File: config.mk
export PLATFORM = sky130hd
export DESIGN_NAME = axi_rd_rr_arbiter
export DESIGN_NICKNAME = d
export VERILOG_FILES = /design/src/rtl/axi_rd_rr_arbiter_pkg.sv /design/src/rtl/axi_rd_rr_arbiter_rr_pick.sv /design/src/rtl/axi_rd_rr_arbiter.sv
export SDC_FILE = /design/constraint.sdc
export NUM_CORES = 1
export LEC_CHECK = 0
export ABC_AREA = 1
export CAP_MARGIN = 25
export CORE_UTILIZATION = 43
export DETAILED_ROUTE_END_ITERATION = 8
export GPL_TIMING_DRIVEN = 1
export HOLD_SLACK_MARGIN = 0.12
export PLACE_DENSITY = 0.67
export SLEW_MARGIN = 40
export SYNTH_ARGS = -nofsm -noshare
export SYNTH_HDL_FRONTEND = slang
export SYNTH_SLANG_ARGS = --single-unit
File: constraint.sdc
create_clock -name ACLK -period 2.4 [get_ports ACLK]
set_input_delay 0.48 -clock ACLK [delete_from_list [all_inputs] [get_ports ACLK]]
set_output_delay 0.48 -clock ACLK [all_outputs]
set_load 0.005 [all_outputs]
File: src/rtl/axi_rd_rr_arbiter_pkg.sv
// Shared types and helpers for the AXI read-channel round-robin arbiter.
package axi_rd_rr_arbiter_pkg;

  typedef enum logic {
    StIdle  = 1'b0,
    StGrant = 1'b1
  } arb_state_e;

  // Increment with wrap to zero at n.
  function automatic int unsigned wrap_inc(input int unsigned v, input int unsigned n);
    return (v + 1 >= n) ? 0 : v + 1;
  endfunction

endpackage

File: src/rtl/axi_rd_rr_arbiter_rr_pick.sv
// Combinational rotating-priority selector: first requester at or after i_ptr.
module axi_rd_rr_arbiter_rr_pick
  import axi_rd_rr_arbiter_pkg::*;
#(
  parameter int unsigned N = 4,
  localparam int unsigned IW = (N > 1) ? $clog2(N) : 1
) (
  input  logic [N-1:0]  i_req,
  input  logic [IW-1:0] i_ptr,
  output logic [N-1:0]  o_onehot,
  output logic [IW-1:0] o_idx,
  output logic          o_any
);

  logic [IW-1:0] w_cand;

  always_comb begin
    o_onehot = '0;
    o_idx    = '0;
    o_any    = 1'b0;
    w_cand   = '0;
    for (int unsigned k = 0; k < N; k++) begin
      w_cand = IW'((32'(i_ptr) + k) % N);
      if (!o_any && i_req[w_cand]) begin
        o_any            = 1'b1;
        o_idx            = w_cand;
        o_onehot[w_cand] = 1'b1;
      end
    end
  end

endmodule

File: src/rtl/axi_rd_rr_arbiter.sv
// Round-robin arbiter sharing one AXI slave read port among NUM_MST masters;
// a grant is held until every burst issued under it has returned RLAST.
module axi_rd_rr_arbiter
  import axi_rd_rr_arbiter_pkg::*;
#(
  parameter int unsigned NUM_MST     = 4,
  parameter int unsigned MAX_OUTST   = 2,
  parameter int unsigned BURST_QUOTA = 4,
  localparam int unsigned IW = $clog2(NUM_MST)
) (
  input  logic               ACLK,
  input  logic               ARESETn,
  input  logic [NUM_MST-1:0] m_arvalid,
  input  logic [NUM_MST-1:0] m_rready,
  input  logic               s_arready,
  input  logic               s_rvalid,
  input  logic               s_rlast,
  output logic [NUM_MST-1:0] grant,
  output logic [IW-1:0]      grant_idx,
  output logic               ar_enable,
  output logic               busy
);

  localparam int unsigned OW = $clog2(MAX_OUTST + 1);
  localparam int unsigned QW = $clog2(BURST_QUOTA + 1);

  arb_state_e         r_state, w_state_nxt;
  logic [NUM_MST-1:0] r_grant, w_grant_nxt;
  logic [IW-1:0]      r_grant_idx, w_grant_idx_nxt;
  logic [IW-1:0]      r_rr_ptr, w_rr_ptr_nxt;
  logic [OW-1:0]      r_outst, w_outst_nxt;
  logic [QW-1:0]      r_issued, w_issued_nxt;

  logic [NUM_MST-1:0] w_pick_onehot;
  logic [IW-1:0]      w_pick_idx;
  logic               w_pick_any;
  logic               w_granted;
  logic               w_ar_hs;
  logic               w_r_done;

  axi_rd_rr_arbiter_rr_pick #(
    .N (NUM_MST)
  ) u_pick (
    .i_req    (m_arvalid),
    .i_ptr    (r_rr_ptr),
    .o_onehot (w_pick_onehot),
    .o_idx    (w_pick_idx),
    .o_any    (w_pick_any)
  );

  assign w_granted = (r_state == StGrant);
  assign ar_enable = w_granted && (r_outst < OW'(MAX_OUTST)) && (r_issued < QW'(BURST_QUOTA));
  assign w_ar_hs   = m_arvalid[r_grant_idx] & s_arready & ar_enable;
  assign w_r_done  = w_granted & s_rvalid & m_rready[r_grant_idx] & s_rlast;

  assign grant     = r_grant;
  assign grant_idx = r_grant_idx;
  assign busy      = w_granted;

  always_comb begin
    w_state_nxt     = r_state;
    w_grant_nxt     = r_grant;
    w_grant_idx_nxt = r_grant_idx;
    w_rr_ptr_nxt    = r_rr_ptr;
    w_outst_nxt     = r_outst;
    w_issued_nxt    = r_issued;

    unique case (r_state)
      StIdle: begin
        if (w_pick_any) begin
          w_state_nxt     = StGrant;
          w_grant_nxt     = w_pick_onehot;
          w_grant_idx_nxt = w_pick_idx;
        end
      end
      StGrant: begin
        // A stray RLAST with nothing outstanding is ignored rather than wrapping.
        if (w_ar_hs && !w_r_done) begin
          w_outst_nxt = r_outst + OW'(1);
        end else if (!w_ar_hs && w_r_done && (r_outst != '0)) begin
          w_outst_nxt = r_outst - OW'(1);
        end
        if (w_ar_hs) begin
          w_issued_nxt = r_issued + QW'(1);
        end
        if ((w_outst_nxt == '0) && !w_ar_hs &&
            (!m_arvalid[r_grant_idx] || (r_issued == QW'(BURST_QUOTA)))) begin
          w_state_nxt  = StIdle;
          w_grant_nxt  = '0;
          w_issued_nxt = '0;
          w_rr_ptr_nxt = IW'(wrap_inc(32'(r_grant_idx), NUM_MST));
        end
      end
      default: w_state_nxt = StIdle;
    endcase
  end

  always_ff @(posedge ACLK or negedge ARESETn) begin
    if (!ARESETn) begin
      r_state     <= StIdle;
      r_grant     <= '0;
      r_grant_idx <= '0;
      r_rr_ptr    <= '0;
      r_outst     <= '0;
      r_issued    <= '0;
    end else begin
      r_state     <= w_state_nxt;
      r_grant     <= w_grant_nxt;
      r_grant_idx <= w_grant_idx_nxt;
      r_rr_ptr    <= w_rr_ptr_nxt;
      r_outst     <= w_outst_nxt;
      r_issued    <= w_issued_nxt;
    end
  end

endmodule

==> out/metrics.yaml, run 1 <==
timing:
  fin_crit_ns: 2.017
  layout_worst_path_cycle_share_pct: 84.06
  whs_ns: 0.5119
  fin_tns_setup_ns: 0
  maxSlewViolCount: 0
  max_freq_ghz: 0.4957
  rsz0062_at_grt: "false"
  fin_ws_ns: 0.3826
  slew_headroom_pct: 56.35
  setup_viol: 0
  worstMarginPinSlew_ns: 0.6526
  skew_ns: 0.001742
  final_hold_viol_count: 0
clock_tree:
  ctsResizeCount: 0
  cts_tree: "done"
  path_clk_slew_ns: 0.09
  clock-root-buffer: "clkbuf_4"
  ctsHtreeMaxLevel: 1
  post_cts_buffers: 0
  clock_latency_ns: 0.28
  postCtsHoldBufs: 0
  clock_sinks: 14
  cts_inserted_buffers: 3
  clk_path_buf_depth: 2
yosys:
  synth_top_flop_cell: "dfrtp_1"
  synth_sequential_area_ratio_pct: 28.72
  ys_ff_latch: 14
  synth-edff-count: 0
  syn_nets: 191
  async_flop_share_pct: 100.0
  post_synth_instance_area_sq_um: 1220
  syn_inst: 166
  syn_avg_cell_area_sq_um: 7.349
  synth_cell_types: 25
  yosys_warnings: 0
layout:
  instances_no_fill: 223
  layout_common_cells: "nand2_1, clkdlybuf4s50_1, inv_1"
  multi_input_area_sq_um: 775.7
  ff_latch_area_sq_um: 350.3
  drive_gt1_share_pct: 19.17
  nets: 219
  fillers: 249
  diodes: 0
  mostFrequentLayoutCell: "nand2_1"
  final_core_util_pct: 59.06
  syn2layout_area_growth_pct: 24.31
floorplan:
  coreArea_sq_um: 2567
  die-area_sq_um: 3054
  num_rows: 18
  fp.dieW_um: 55.27
  die_y_um: 55.27
  pin_count: 21
  start_util_pct: 47.51
grt:
  grt_max_degree: 15
  antenna_found_initial: 0
  grt.overflow.total: 0
  grt_util_all_layers_pct: 19.94
  grt_first_pass_wirelength_um: 4871
  grt_pass1_vias: 1131
critical_path:
  r2r-end: "grant[2]"
  crit_type: "reg2out"
  reg2reg_depth: 11
  setup.worst_path.end_class: "primary output"
  cp_data_required_time_ns: 1.92
  rrSetupSlack_ns: 0.46
  r2r_start: "r_rr_ptr[1]"
  cp-start-kind: "flip-flop"
  crit_path_max_fanout: 5
  arrival_ns: 1.54
power:
  power_frac_seq_pct: 22.8
  power_frac_comb_pct: 68.0
  p_leak_nw: 0.7405
  p_sw_mw: 0.9577
  powerDensity_nw_per_um2: 1240
  pwr-share-clk_pct: 9.1
  intPower_mw: 0.9234
  ir_drop_mv: 0.7211
  sw_frac_of_total_pct: 50.91
routing:
  drc: 0
  antenna_left: 0
  wire_per_inst_um: 12.22
  drt_first_pass_iters: 4
  wl_met2_um: 1368
  wirelength_um: 2726
  met1_length_um: 1215
  drt-initial-drc-count: 21
  dr_wl_met3_um: 70
  vias: 1181
  top_layer: "met4"
  routed_via_density: 5.296
hold_path:
  hp-class: "reg2reg"
  hp-start: "grant[1]"
  holdPathEnd: "grant[1]"
  hold_path_depth: 2
status:
  status: "completed"
place:
  place_ws_ns: 0.1859
  dp.cells: 219
  place_congestion: 0.8592
  port_buffers: 20
  dp_hpwl_um: 2260
flow_run:
  cap_violations: 0
-- cell type report --
cell class,count,share of cell area (%)
multi-input cells,127,51.16
inverters,25,6.188
clock buffers,4,2.393
well taps,30,2.475
flip-flops and latches,14,23.10
repair buffers,23,14.69
-- power groups by stage --
stage / sequential (mW) / combinational (mW) / clock [mW]
final: 0.430 / 1.28 / 0.172
after global routing: 0.443 / 1.45 / 0.188
after CTS: 0.431 / 1.29 / 0.175
after detailed placement: 0.434 / 1.29 / 0
after global placement: 0.426 / 1.26 / 0
after floorplan: 0.440 / 0.895 / 0
-- critical path: stages, from the launching register on --
cell             delay [ns]
dfrtp_1                0.49
nand3_1                0.17
clkinv_1               0.09
clkdlybuf4s50_1        0.50
-- state kept, by name, summed over array words and instances, names as in the netlist --
signal     count
r_issued       3
r_rr_ptr       2
busy           1
r_outst        2
grant_idx      2
grant          4
-- cells in the mapped netlist, types with 2 or more instances --
master      n  share of area, %
nor2_1      4               1.2
ha_1       12                12
inv_1      18               5.5
a21oi_2     2               1.4
dfrtp_1    14                29
nor2_4      5               4.6
o211ai_1    2               1.2
nand3_1    15               6.2
o21ai_0     2              0.82
o21ai_1     7               2.9
nand3_2     4               3.3
inv_2       6               1.8
o2111ai_1   2               1.4
o21ai_2     3               2.2
a22oi_1     2               1.2
nand2_2     7               3.6
nand2_1    53                16
-- logic make-up (layout without fill, tap and decap cells) --
family / Yosys count / in the layout / synth area share [%]
flip-flops: 14 / 14 / 28.72
adder cells (fa/ha/maj): 12 / 12 / 12.31
buffers and inverters: 25 / 52 / 7.691
AO/OA/AOI/OAI: 21 / 21 / 11.69
XOR/XNOR: 1 / 1 / 0.7181
AND/OR/NAND/NOR: 93 / 93 / 38.87
-- per-stage QoR --
stage / instance area (sq um) / power, mW
after floorplan: 1220 / 1.335
after global placement: 1480 / 1.683
after detailed placement: 1480 / 1.720
after CTS: 1516 / 1.896
after global routing: 1516 / 2.079
final: 1516 / 1.881
-- how the worst max path moves through the flow --
stage	from	to	slack (ns)
after global routing	r_rr_ptr[1]	grant[3]	0.28
after floorplan	r_rr_ptr[0]	grant_idx[1]	0.55
after global placement	m_arvalid[3]	r_rr_ptr[0]	0.22
final	busy	ar_enable	0.38
after detailed placement	m_arvalid[3]	grant[2]	0.19
after CTS	busy	ar_enable	0.34
-- layer usage --
| metal | vias up | track usage, % |
|---|---|---|
| met5 | - | 0 |
| met4 | 0 | 8.571 |
| met2 | 31 | 34.25 |
| met1 | 548 | 24.82 |
| met3 | 8 | 2.810 |
| li1 | 594 | - |
(Power assumes the default switching activity.)
==> run 2: changes to the inputs <==
Clock period 2.4 ns to 2.1 ns, I/O delays scaled along.
==> run 2 against run 1 <==
Net effect: non-clock buffer count is 2 higher; final cell count is 0.90% higher; clock skew is 0.00087 ns lower; sequential power is 14% higher; critical path type unchanged; highest routed layer unchanged; via count is 2.6% lower; die area stayed put.
==> out/metrics.yaml, run 2 (synthesis results as in run 1) <==
status:
  status: "completed"
routing:
  antenna_left: 0
  routed_via_density: 5.111
  wire_per_inst_um: 12.01
  drt-initial-drc-count: 45
  drc: 0
  drt_first_pass_iters: 5
  vias: 1150
  wirelength_um: 2702
timing:
  rsz0062_at_grt: "false"
  fin_ws_ns: 0.1978
  setup_viol: 0
  worstMarginPinSlew_ns: 0.6034
  maxSlewViolCount: 0
  fin_crit_ns: 1.902
  skew_ns: 0.0008711
  slew_headroom_pct: 59.65
  final_hold_viol_count: 0
  max_freq_ghz: 0.5257
  whs_ns: 0.5147
  layout_worst_path_cycle_share_pct: 90.58
flow_run:
  cap_violations: 0
floorplan:
  die_y_um: 55.27
  num_rows: 18
  coreArea_sq_um: 2567
  fp.dieW_um: 55.27
  pin_count: 21
  start_util_pct: 47.51
  die-area_sq_um: 3054
critical_path:
  path_buf_inv: 2
  arrival_ns: 1.48
  cp-start-kind: "flip-flop"
  setup.worst_path.end_class: "primary output"
  cpPeakStageDelay_ns: 0.50
  crit_chain: "nand3_1 > clkinv_1 > clkdlybuf4s50_1"
  cp_data_required_time_ns: 1.68
  crit_family: "buffers and inverters"
  slowest_stage: "clkdlybuf4s50_1"
  crit_path_max_fanout: 5
  crit_type: "reg2out"
power:
  p_leak_nw: 0.7496
  power_frac_comb_pct: 68.7
  powerDensity_nw_per_um2: 1424
  intPower_mw: 1.077
  p_sw_mw: 1.108
  power_mw: 2.185
  ir_drop_mv: 0.8644
  pwr-share-clk_pct: 8.8
  power_frac_seq_pct: 22.4
  sw_frac_of_total_pct: 50.71
place:
  postPlaceCellArea_sq_um: 1495
  place_congestion: 0.8137
  port_buffers: 20
  dp.cells: 221
  place_ws_ns: -0.001007
  dp_hpwl_um: 2233
layout:
  syn2layout_area_growth_pct: 25.74
  nets: 221
  diodes: 0
  stdcell_area_sq_um: 1534
  largest_reg_flops: 4
  instances_no_fill: 225
  drive_gt1_share_pct: 20.51
  layout_common_cells: "nand2_1, clkdlybuf4s50_1, inv_1"
  mostFrequentLayoutCell: "nand2_1"
grt:
  busiest_layer: "met2"
  grt_max_degree: 15
  grtUsageMet2_pct: 35.63
  grt_util_all_layers_pct: 19.61
  grt_pass1_vias: 1150
  antenna_found_initial: 0
  use_met1_pct: 24.26
  grtUsageMet3_pct: 1.639
  grt_first_pass_wirelength_um: 4947
  grt.overflow.total: 0
clock_tree:
  clk_path_buf_depth: 2
  clock-root-buffer: "clkbuf_4"
  clock_sinks: 14
  path_clk_slew_ns: 0.08
  cts_tree: "done"
  postCtsHoldBufs: 0
  clock_latency_ns: 0.28
  cts_inserted_buffers: 3
  ctsHtreeMaxLevel: 1
hold_path:
  hp-class: "reg2reg"
run 2: cell types whose count changed in the layout (fill, tap and decap cells not counted), sizes merged:
| cell | previous run | this run |
|---|---|---|
| buf | 3 | 5 |
run 2: path summary, 6_finish.rpt:
check	startpoint	to	slack, ns	cells past startpoint
worst max-delay path	busy	ar_enable	0.20	3
worst min-delay path	grant[1]	grant[1]	0.51	2
worst max register to register	r_rr_ptr[0]	grant[2]	0.21	11
worst min register to register	grant[1]	grant[1]	0.51	2
max in group asynchronous	ARESETn	grant_idx[1]	1.20	1
min in group asynchronous	ARESETn	r_outst[1]	0.52	1
run 2: timing repair:
item | 4_1_cts | 5_1_grt
setup buffers | 0 | 0
resized for setup | 0 | 1
setup endpoints to repair | 0 | 1
run 2: stage by stage:
stage / TNS (ns) / util (%)
after global placement: 0 / 58.24
after CTS: 0 / 59.65
after global routing: 0 / 59.75
final: 0 / 59.75
after detailed placement: -0.001007 / 58.24
after floorplan: 0 / -
run 2: routing by layer:
metal  share of wire (%)  wire [um]
met2                  53       1434
met1                  44       1194
met5                   0          0
met4                 1.0         27
met3                 1.7         46
run 2: worst register-to-register path, delay by kind of cell (launching register included):
family,cells,cell delay (ns)
adders and majority gates,1,0.28
DFF,1,0.41
buffers and inverters,2,0.28
and+or+nand+nor,5,0.42
AOI/OAI and AO/OA,3,0.44
run 2: cell type report:
type,count,area [sq um]
Fill cell,256,1033
Timing Repair Buffer,25,237.7
Tap cell,30,37.54
Multi-Input combinational cell,127,778.2
Inverter,25,93.84
Sequential cell,14,350.3
Clock buffer,4,36.28
run 2: power by group through the flow:
stage	Clock (mW)	Combinational (mW)	Sequential, mW
CTS	0.200	1.49	0.492
finish	0.193	1.50	0.490
global route	0.209	1.69	0.509
detailed placement	0	1.48	0.496
floorplan	0	1.02	0.503
global placement	0	1.45	0.495
